[config.mk]
export PLATFORM = sky130hd
export DESIGN_NAME = debounce_scan_ctrl_flat
export DESIGN_NICKNAME = d
export VERILOG_FILES = /design/src/rtl/debounce_scan_ctrl_pkg.sv /design/src/rtl/debounce_scan_ctrl_if.sv /design/src/rtl/debounce_scan_ctrl_scan_tick_gen.sv /design/src/rtl/debounce_scan_ctrl.sv /design/src/flat_wrapper.sv
export SDC_FILE = /design/constraint.sdc
export NUM_CORES = 1
export LEC_CHECK = 0
export BUFFER_PORTS_ARGS = -buffer_cell sky130_fd_sc_hd__buf_4
export CAP_MARGIN = 20
export CORE_MARGIN = 2
export CORE_UTILIZATION = 55
export CTS_CLUSTER_SIZE = 10
export DETAILED_ROUTE_END_ITERATION = 8
export PLACE_DENSITY = 0.85
export SKIP_LAST_GASP = 1
export SYNTH_ARGS = -nofsm -noshare
export SYNTH_HDL_FRONTEND = slang
export SYNTH_SLANG_ARGS = --single-unit
[constraint.sdc]
create_clock -name i_Clk -period 3.13 [get_ports i_Clk]
set_input_delay 0.313 -clock i_Clk [delete_from_list [all_inputs] [get_ports i_Clk]]
set_output_delay 0.313 -clock i_Clk [all_outputs]
set_load 0.005 [all_outputs]
[src/rtl/debounce_scan_ctrl_pkg.sv]
// Shared types for the front-panel debounce scanner.
// FSM encoding and index-width helper.
package debounce_pkg;

  typedef enum logic [1:0] {
    ST_IDLE = 2'd0,
    ST_EVAL = 2'd1,
    ST_EMIT = 2'd2
  } state_t;

  function automatic int idx_w(input int n);
    return (n < 2) ? 1 : $clog2(n);
  endfunction

endpackage

[src/rtl/debounce_scan_ctrl_if.sv]
// Press/release event handshake bundle.
// Producer drives valid/ch/rise, consumer drives ready.
interface debounce_scan_ctrl_if
  import debounce_pkg::*;
#(
  parameter int NUM_CH = 4
);
  localparam int CH_W = idx_w(NUM_CH);

  logic            o_Evt_Valid;
  logic            i_Evt_Ready;
  logic [CH_W-1:0] o_Evt_Ch;
  logic            o_Evt_Rise;

  modport master (
    output o_Evt_Valid,
    output o_Evt_Ch,
    output o_Evt_Rise,
    input  i_Evt_Ready
  );

  modport slave (
    input  o_Evt_Valid,
    input  o_Evt_Ch,
    input  o_Evt_Rise,
    output i_Evt_Ready
  );

endinterface

[src/rtl/debounce_scan_ctrl_scan_tick_gen.sv]
// Scan-rate prescaler: one-cycle tick on each wrap.
// Count freezes while enable is low.
module scan_tick_gen #(
  parameter int TICK_DIV = 2500
) (
  input  logic i_Clk,
  input  logic i_Rst_n,
  input  logic i_Enable,
  output logic o_Tick
);
  localparam int CW = (TICK_DIV > 1) ? $clog2(TICK_DIV) : 1;
  localparam logic [CW-1:0] LAST = CW'(TICK_DIV - 1);

  logic [CW-1:0] cnt;

  assign o_Tick = i_Enable && (cnt == LAST);

  // Advance 0..TICK_DIV-1 only while scanning is enabled.
  always_ff @(posedge i_Clk) begin
    if (!i_Rst_n) begin
      cnt <= '0;
    end else if (i_Enable) begin
      if (cnt == LAST) cnt <= '0;
      else             cnt <= cnt + 1'b1;
    end
  end

endmodule

[src/rtl/debounce_scan_ctrl.sv]
// Round-robin debounce engine for front-panel inputs.
// One shared evaluator, per-channel counts, handshaked events.
module debounce_scan_ctrl
  import debounce_pkg::*;
#(
  parameter int NUM_CH       = 4,
  parameter int TICK_DIV     = 2500,
  parameter int STABLE_LIMIT = 25
) (
  input  logic              i_Clk,
  input  logic              i_Rst_n,
  input  logic              i_Enable,
  input  logic [NUM_CH-1:0] i_Switch,
  output logic [NUM_CH-1:0] o_Level,
  debounce_scan_ctrl_if.master evt,
  output logic              o_Tick_Miss,
  input  logic              i_Miss_Clr
);
  localparam int CH_W  = idx_w(NUM_CH);
  localparam int CNT_W = $clog2(STABLE_LIMIT + 1);

  typedef logic [CNT_W-1:0] cnt_t;

  localparam cnt_t            LIM_M1 = cnt_t'(STABLE_LIMIT - 1);
  localparam logic [CH_W-1:0] IDX_LAST = CH_W'(NUM_CH - 1);

  logic [NUM_CH-1:0] sync1;
  logic [NUM_CH-1:0] sync2;
  cnt_t              cnt [NUM_CH];
  logic [CH_W-1:0]   idx;
  logic [CH_W-1:0]   idx_nxt;
  state_t            state;
  logic              tick;
  logic              cur_sw;
  logic              cur_lvl;
  cnt_t              cur_cnt;

  scan_tick_gen #(
    .TICK_DIV (TICK_DIV)
  ) u_tick (
    .i_Clk    (i_Clk),
    .i_Rst_n  (i_Rst_n),
    .i_Enable (i_Enable),
    .o_Tick   (tick)
  );

  assign idx_nxt = (idx == IDX_LAST) ? '0 : idx + 1'b1;
  assign cur_sw  = sync2[idx];
  assign cur_lvl = o_Level[idx];
  assign cur_cnt = cnt[idx];

  // Two-flop synchronizer on every raw input.
  always_ff @(posedge i_Clk) begin
    if (!i_Rst_n) begin
      sync1 <= '0;
      sync2 <= '0;
    end else begin
      sync1 <= i_Switch;
      sync2 <= sync1;
    end
  end

  // Scan FSM: visit one channel per tick, emit commits as events.
  always_ff @(posedge i_Clk) begin
    if (!i_Rst_n) begin
      state           <= ST_IDLE;
      idx             <= '0;
      o_Level         <= '0;
      o_Tick_Miss     <= 1'b0;
      evt.o_Evt_Valid <= 1'b0;
      evt.o_Evt_Ch    <= '0;
      evt.o_Evt_Rise  <= 1'b0;
      for (int i = 0; i < NUM_CH; i++) cnt[i] <= '0;
    end else begin
      if (tick && state != ST_IDLE) o_Tick_Miss <= 1'b1;
      else if (i_Miss_Clr)          o_Tick_Miss <= 1'b0;

      unique case (state)
        ST_IDLE: begin
          if (tick) state <= ST_EVAL;
        end
        ST_EVAL: begin
          if (cur_sw == cur_lvl) begin
            cnt[idx] <= '0;
            idx      <= idx_nxt;
            state    <= ST_IDLE;
          end else if (cur_cnt != LIM_M1) begin
            cnt[idx] <= cur_cnt + 1'b1;
            idx      <= idx_nxt;
            state    <= ST_IDLE;
          end else begin
            cnt[idx]        <= '0;
            o_Level[idx]    <= cur_sw;
            evt.o_Evt_Valid <= 1'b1;
            evt.o_Evt_Ch    <= idx;
            evt.o_Evt_Rise  <= cur_sw;
            state           <= ST_EMIT;
          end
        end
        ST_EMIT: begin
          if (evt.i_Evt_Ready) begin
            evt.o_Evt_Valid <= 1'b0;
            idx             <= idx_nxt;
            state           <= ST_IDLE;
          end
        end
        default: state <= ST_IDLE;
      endcase
    end
  end

endmodule

[src/flat_wrapper.sv]
// flat-port wrapper written by rule: the top's interface ports become plain ports
module debounce_scan_ctrl_flat import debounce_pkg::*;
#(
  parameter int NUM_CH       = 4,
  parameter int TICK_DIV     = 2500,
  parameter int STABLE_LIMIT = 25
)
  (i_Clk, i_Rst_n, i_Enable, i_Switch, o_Level, o_Tick_Miss, i_Miss_Clr, evt_o_Evt_Valid, evt_o_Evt_Ch, evt_o_Evt_Rise, evt_i_Evt_Ready);
  debounce_scan_ctrl_if #(.NUM_CH(NUM_CH)) evt_i ();
  input  logic i_Clk;
  input  logic i_Rst_n;
  input  logic i_Enable;
  input  logic [NUM_CH-1:0] i_Switch;
  output logic [NUM_CH-1:0] o_Level;
  output logic o_Tick_Miss;
  input  logic i_Miss_Clr;
  output wire logic [$bits(evt_i.o_Evt_Valid)-1:0] evt_o_Evt_Valid;
  output wire logic [$bits(evt_i.o_Evt_Ch)-1:0] evt_o_Evt_Ch;
  output wire logic [$bits(evt_i.o_Evt_Rise)-1:0] evt_o_Evt_Rise;
  input wire logic [$bits(evt_i.i_Evt_Ready)-1:0] evt_i_Evt_Ready;
  assign evt_o_Evt_Valid = evt_i.o_Evt_Valid;
  assign evt_o_Evt_Ch = evt_i.o_Evt_Ch;
  assign evt_o_Evt_Rise = evt_i.o_Evt_Rise;
  assign evt_i.i_Evt_Ready = evt_i_Evt_Ready;
  debounce_scan_ctrl #(.NUM_CH(NUM_CH), .TICK_DIV(TICK_DIV), .STABLE_LIMIT(STABLE_LIMIT)) u_core (.i_Clk(i_Clk), .i_Rst_n(i_Rst_n), .i_Enable(i_Enable), .i_Switch(i_Switch), .o_Level(o_Level), .evt(evt_i), .o_Tick_Miss(o_Tick_Miss), .i_Miss_Clr(i_Miss_Clr));
endmodule
# == After elaboration in Yosys (flattened, before gate mapping) ==
# Memories as Yosys holds them, arrays and structs flattened. A register that Yosys moved wholly into a read port is not among the register bits.
# Index checks and enable logic that the tools add are counted.
# totals
output_inout_bits,9
word_cells,89
ff_bits,33
ram_bits,20
mem_count,1
# mem_list
name,depth,width,read_ports,rd_clocked_by_memory_dff,wr,line_no,rtl
u_core.cnt,4,5,1,1,4,debounce_scan_ctrl.sv:29,cnt_t cnt [NUM_CH];
# classes
mux,46
bitwise,4
order_cmp,2
eq_ne,11
reduce_logical,12
n_addsub,3
# op_table
operator,count
1-bit 2-to-1 mux,24
2-bit 2-to-1 mux,11
5-bit 2-to-1 mux,3
"12-bit by 1-bit adder with 12-bit output, second input constant",1
"12-bit == test, second input constant",1
12-bit 2-to-1 mux,1
"2-bit inequality test, second input constant",3
2-bit one-hot mux with 3 select lines,1
3-bit AND reduction,2
2-bit nonzero test,3
"5-bit by 1-bit adder with 5-bit output, second input constant",1
"5-bit inequality test, second input constant",1
5-bit OR reduction,1
1-bit binary-select mux with 2-bit select,2
4-bit bitwise mux,1
"2-bit == test, second input constant",2
2-bit one-hot mux with 2 select lines,1
4-bit AND reduction,1
1-bit logical AND,3
"2-bit by 3-bit less-than comparator with 1-bit output, second input constant",1
"3-bit by 1-bit inequality test with 1-bit output, second input constant",1
"2-bit by 1-bit adder with 2-bit output, second input constant",1
1-bit demux with 2-bit select,1
"2-bit by 1-bit == test with 1-bit output, second input constant",1
8 further kinds,10

# == Longest topological paths before layout ==
# depth
ltp_word,11
mapped_depth,9
ltp_nobuf,7

# == By module ==
# From an unflattened synthesis, not the netlist that was laid out.
# hier_totals
hier_cells,254
area_unflattened_um2,2819.0
# by_module_without_submodules
mod,cells_each,instances,seq_area_each_um2,area_each_um2
debounce_scan_ctrl,192,1,1061.0,2215.9
scan_tick_gen,62,1,240.2,603.1

# == Worst setup path after synthesis ==
# OpenSTA, ideal clock, no wires.
# synth_path
path_type,register to register
from,reg (tool-made name)
to,reg u_core.state[1]
t_arrival_ps,2127
period_less_slack_ps,2197
path_slack_ps,933
stages_incl_launch_ff,9
path_buffers,1
required_ps,3060
cell_sequence,dfxtp_1 buf_6 mux4_1 inv_1 ha_1 and2_1 nand4b_1 or4_1 a21oi_1
# synth_lines
item,line_no,rtl
end signal: assignment,debounce_scan_ctrl.sv:66,state <= ST_IDLE;
end signal: assignment,debounce_scan_ctrl.sv:80,if (tick) state <= ST_EVAL;
end signal: assignment,debounce_scan_ctrl.sv:86,state <= ST_IDLE;
end: declaration,debounce_scan_ctrl.sv:32,state_t state;

==> summary.md <==
Once the clock tree was built, the resizer swapped 0 gates to a different size. The tools report the count of final max-slew check failures as 0. The setup path with the least slack is of type flip-flop to flip-flop. The CTS clock-pin slew for the worst setup and hold paths came out at 0.10 ns.

For this design the ratio of total power to cell area is 448 nW/um2. The total iterations of the first detailed-routing run was 4; the worst vdd rail ir drop was 0.337 mV. The critical path goes through mux4_1, inv_1, ha_1, and2_1, and4b_2, a31oi_1, a311oi_1. Summing all flip-flop and latch instances after layout gives 1300 um2.

The tools report the number of top-level design ports as 18. The first routing iteration left 152 violations. In the routed layout, each cell is associated on average with a via count of 5.77. The startpoint type of the worst setup path was a flip-flop.

The ratio of final minimum period to clock period was 78.7%. In this run the critical register-to-register path is captured at u_core.o_Level[1]. The number of buffers and inverters on the critical path came out at 1. The final weighted congestion of routability-driven global placement is 0.793, and the final critical-path required period is 2.46 ns. The tools report the sum of routed wire length over all layers as 4640 um. Sequential cells were found to cover 51.7% of the synthesized design area.

Of all nets on the critical path, the largest fanout is 13. Entering global routing, the biggest net connects 20 pins. The share of flip-flops with an asynchronous set or reset after synthesis is 0%, and the net switching power is 0.287 mW.

The horizontal die dimension was 71.7 um; the first-pass GRT wire length was 7690 um. The clock network is responsible for 33.2% of the overall power. For this run, the post-layout net count is 266. Once detail routing completed, the nets flagged for antenna violations numbered 0.

In this run, post-CTS hold repair placed 0 buffers. 0 antenna diodes ended up in the layout. The total number of H-tree levels is 2, and the timing-limited maximum frequency is 406 MHz. For this run the aggregate overflow at the end of global routing stands at 0. The post-placement cell count is 292. The via count of the first global-routing pass was 1618; the number of cells on the worst reg-to-reg path was 7.

The TritonCTS buffer count was 5; the number of filler cells placed in the layout was 345. The detailed-route wire length per cell works out to 15.5 um. The flow ran to the end, and the final reports show no timing, DRC or antenna violations. For hold timing, the worst endpoint is u_core.sync1[0]. The mapped netlist covers 2520 um2.

Cell class contributing the biggest share of worst-path delay: multiplexers. The tools report the critical path capture point type as a flip-flop. At the later pin of the worst-skew pair, clock insertion delay measures 0.31 ns. The switching share of total power was 23.2%. The number of flops mapped to enable cells by yosys was 20; the synthesized instance count was 231. The number of antenna violations at the first check in global routing came out at 0. The synthesized design contains 55 register bits. Combinational logic burns 5.0% of the power.

The synthesized netlist contains 36 unique library cells. The logs give 300 for the count of placed standard cells in the final layout, fillers left out and 5140 um2 for the total die area. Setup repair after global routing left no endpoint under its margin.

The post-synthesis area per instance is 10.9 um2. The die height works out to 71.7 um. Leading cell type by number of instances after synthesis: sky130_fd_sc_hd__dfxtp_1. TritonCTS built the clock tree. Synthesis-to-layout area growth: 9.84%.

The number of remaining DRC errors is 0, and the delay of the slowest critical-path stage is 0.65 ns. The logs give 250 for the post-synth net total and 2 for the buffer depth of the longest clock path. Measured against its own limit, the worst slew margin works out to 67.3%.

Setup slack on the worst reg-to-reg path comes out at 0.67 ns. The number of instances on the worst hold path was 2; the slew at the pin with the worst max-slew slack was 0.490 ns. Cell taking the most area after synthesis: sky130_fd_sc_hd__dfxtp_1.

The number of setup buffers added after CTS is 0. Max-cap violations in this run came to 0. In the global route stage, overall resource usage came out at 19.3%.

The arrival time reported for the critical path endpoint is 2.68 ns, and the core box area is 4380 um2. In the synthesized netlist, the cells that appear most often are 35 x sky130_fd_sc_hd__dfxtp_1, 33 x sky130_fd_sc_hd__nor2_1, 20 x sky130_fd_sc_hd__edfxtp_1. During placement, the flow inserted port buffers numbering 17. The count of final setup violators is 0. The class of the tightest hold or removal check was input pin to flip-flop. The root buffer cell chosen for the clock tree is sky130_fd_sc_hd__clkbuf_8. The clock drives 55 sinks. The internal power component was 0.951 mW. The most used flip-flop cell after synthesis is sky130_fd_sc_hd__dfxtp_1. For the worst setup path, the data required time is 3.35 ns. The layout cell share with drive strength beyond 1 was 13.3%; the detailed placement HPWL was 3350 um. Summing over every cut layer, the via total after detailed routing is 1731. The final setup skew is 0.00223 ns. The tools report the number of hold-slack violations in the final timing report as 0.

The startpoint of the lowest-slack hold path was i_Switch[0]. During synthesis, Yosys emitted a total of 0 warnings. In this run the static leakage power is 1.03 nW. The proportion of netlist area held by the largest area contributor came out at 27.8%. For this design, the slowest cell found on the critical path is sky130_fd_sc_hd__mux4_1. The share of total power dissipated in sequential elements is 61.8%. Sorting the synthesized cells by area gives the leading types as sky130_fd_sc_hd__dfxtp_1 28%, sky130_fd_sc_hd__edfxtp_1 24%, sky130_fd_sc_hd__ha_1 5.0%.

The starting utilization of the core area was 57.4%. Summing all multi-input logic gate instances after layout gives 1120 um2. Summed over all failing endpoints, the final setup total negative slack is 0 ns. The tools report the site row count as 24.
[layout by cell type, fill, tap and decap left out, types with 5 or more instances in the layout]
cell and count:
sky130_fd_sc_hd__nand3_1 8, sky130_fd_sc_hd__edfxtp_1 20, sky130_fd_sc_hd__dfxtp_1 35, sky130_fd_sc_hd__inv_1 10, sky130_fd_sc_hd__ha_1 10, sky130_fd_sc_hd__a21oi_1 9, sky130_fd_sc_hd__buf_4 19, sky130_fd_sc_hd__nand2_1 10
sky130_fd_sc_hd__and2_1 12, sky130_fd_sc_hd__clkbuf_8 5, sky130_fd_sc_hd__nor3_1 5, sky130_fd_sc_hd__xnor2_1 8, sky130_fd_sc_hd__xor2_1 7, sky130_fd_sc_hd__nor2_1 33, sky130_fd_sc_hd__nand4_1 7
[sequential cells by signal, summed over array words and instances (netlist names), named ones only]
signal,cells
u_core.cnt,20
u_core.u_tick.cnt,12
u_core.o_Level,4
u_core.sync1,4
u_core.sync2,4
u_core.evt.o_Evt_Ch,2
u_core.idx,2
u_core.state,2
u_core.evt.o_Evt_Rise,1
u_core.evt.o_Evt_Valid,1
u_core.o_Tick_Miss,1
[worst register-to-register path, cell delays in order, from the launching register on]
cell and delay [ns]:
sky130_fd_sc_hd__dfxtp_1 0.51, sky130_fd_sc_hd__mux4_1 0.65, sky130_fd_sc_hd__inv_1 0.08, sky130_fd_sc_hd__ha_1 0.20, sky130_fd_sc_hd__and2_1 0.16, sky130_fd_sc_hd__and4b_2 0.39, sky130_fd_sc_hd__a31oi_1 0.12, sky130_fd_sc_hd__a311oi_1 0.27
[power by group through the flow]
stage	Combinational, mW	Sequential [mW]	Clock [mW]
after detailed placement	0.0622	0.782	0
final	0.0621	0.765	0.411
after global placement	0.0606	0.782	0
after floorplan	0.0423	0.779	0
after CTS	0.0626	0.766	0.417
after global routing	0.0692	0.768	0.444
[per-stage QoR]
stage                     setup slack [ns]  instance area, um2  util, %  power [mW]  hold WS (ns)
after floorplan                      0.933                2520        -       0.822         0.412
after global placement               0.771                2670     60.9       0.842         0.415
after detailed placement             0.656                2670     60.9       0.844         0.423
after CTS                            0.637                2770     63.1        1.24         0.198
after global routing                 0.496                2770     63.1        1.28         0.191
final                                0.668                2770     63.1        1.24         0.201
[cell type report]
cell class / instances / share of cell area [%]
Multi-Input combinational cell: 156 / 40.7
Clock inverter: 3 / 0.950
Timing Repair Buffer: 19 / 5.16
Sequential cell: 55 / 47.0
Tap cell: 52 / 2.35
Clock buffer: 5 / 2.49
Inverter: 10 / 1.36
[cell families (layout without fill, tap and decap cells)]
kind of cell | after synthesis | in the layout | share of synthesized area (%)
AND/OR/NAND/NOR | 94 | 94 | 19.8
flip-flops | 55 | 55 | 51.7
AO/OA/AOI/OAI | 27 | 27 | 6.81
buffers and inverters | 20 | 37 | 3.68
XOR/XNOR | 15 | 15 | 5.22
adder cells (fa/ha/maj) | 10 | 10 | 4.97
multiplexers | 10 | 10 | 7.90
[worst max-delay path by stage]
stage / from / to / slack [ns] / cells after the start
after floorplan: flip-flop / u_core.state[1] / 0.93 / 8
after global placement: flip-flop / u_core.state[1] / 0.77 / 7
after detailed placement: flip-flop / u_core.state[1] / 0.66 / 7
after CTS: flip-flop / u_core.o_Level[1] / 0.64 / 7
after global routing: flip-flop / u_core.state[1] / 0.50 / 7
final: flip-flop / u_core.o_Level[1] / 0.67 / 7
[layer usage]
| layer | up-vias | wire [um] | global-route usage, % |
|---|---|---|---|
| li1 | 856 | - | - |
| met5 | - | 0 | 0 |
| met2 | 34 | 2150 | 30.2 |
| met3 | 8 | 207 | 4.22 |
| met1 | 833 | 2210 | 27.4 |
| met4 | 0 | 73 | 5.45 |
No activity file was read; power rests on OpenSTA's default activity.
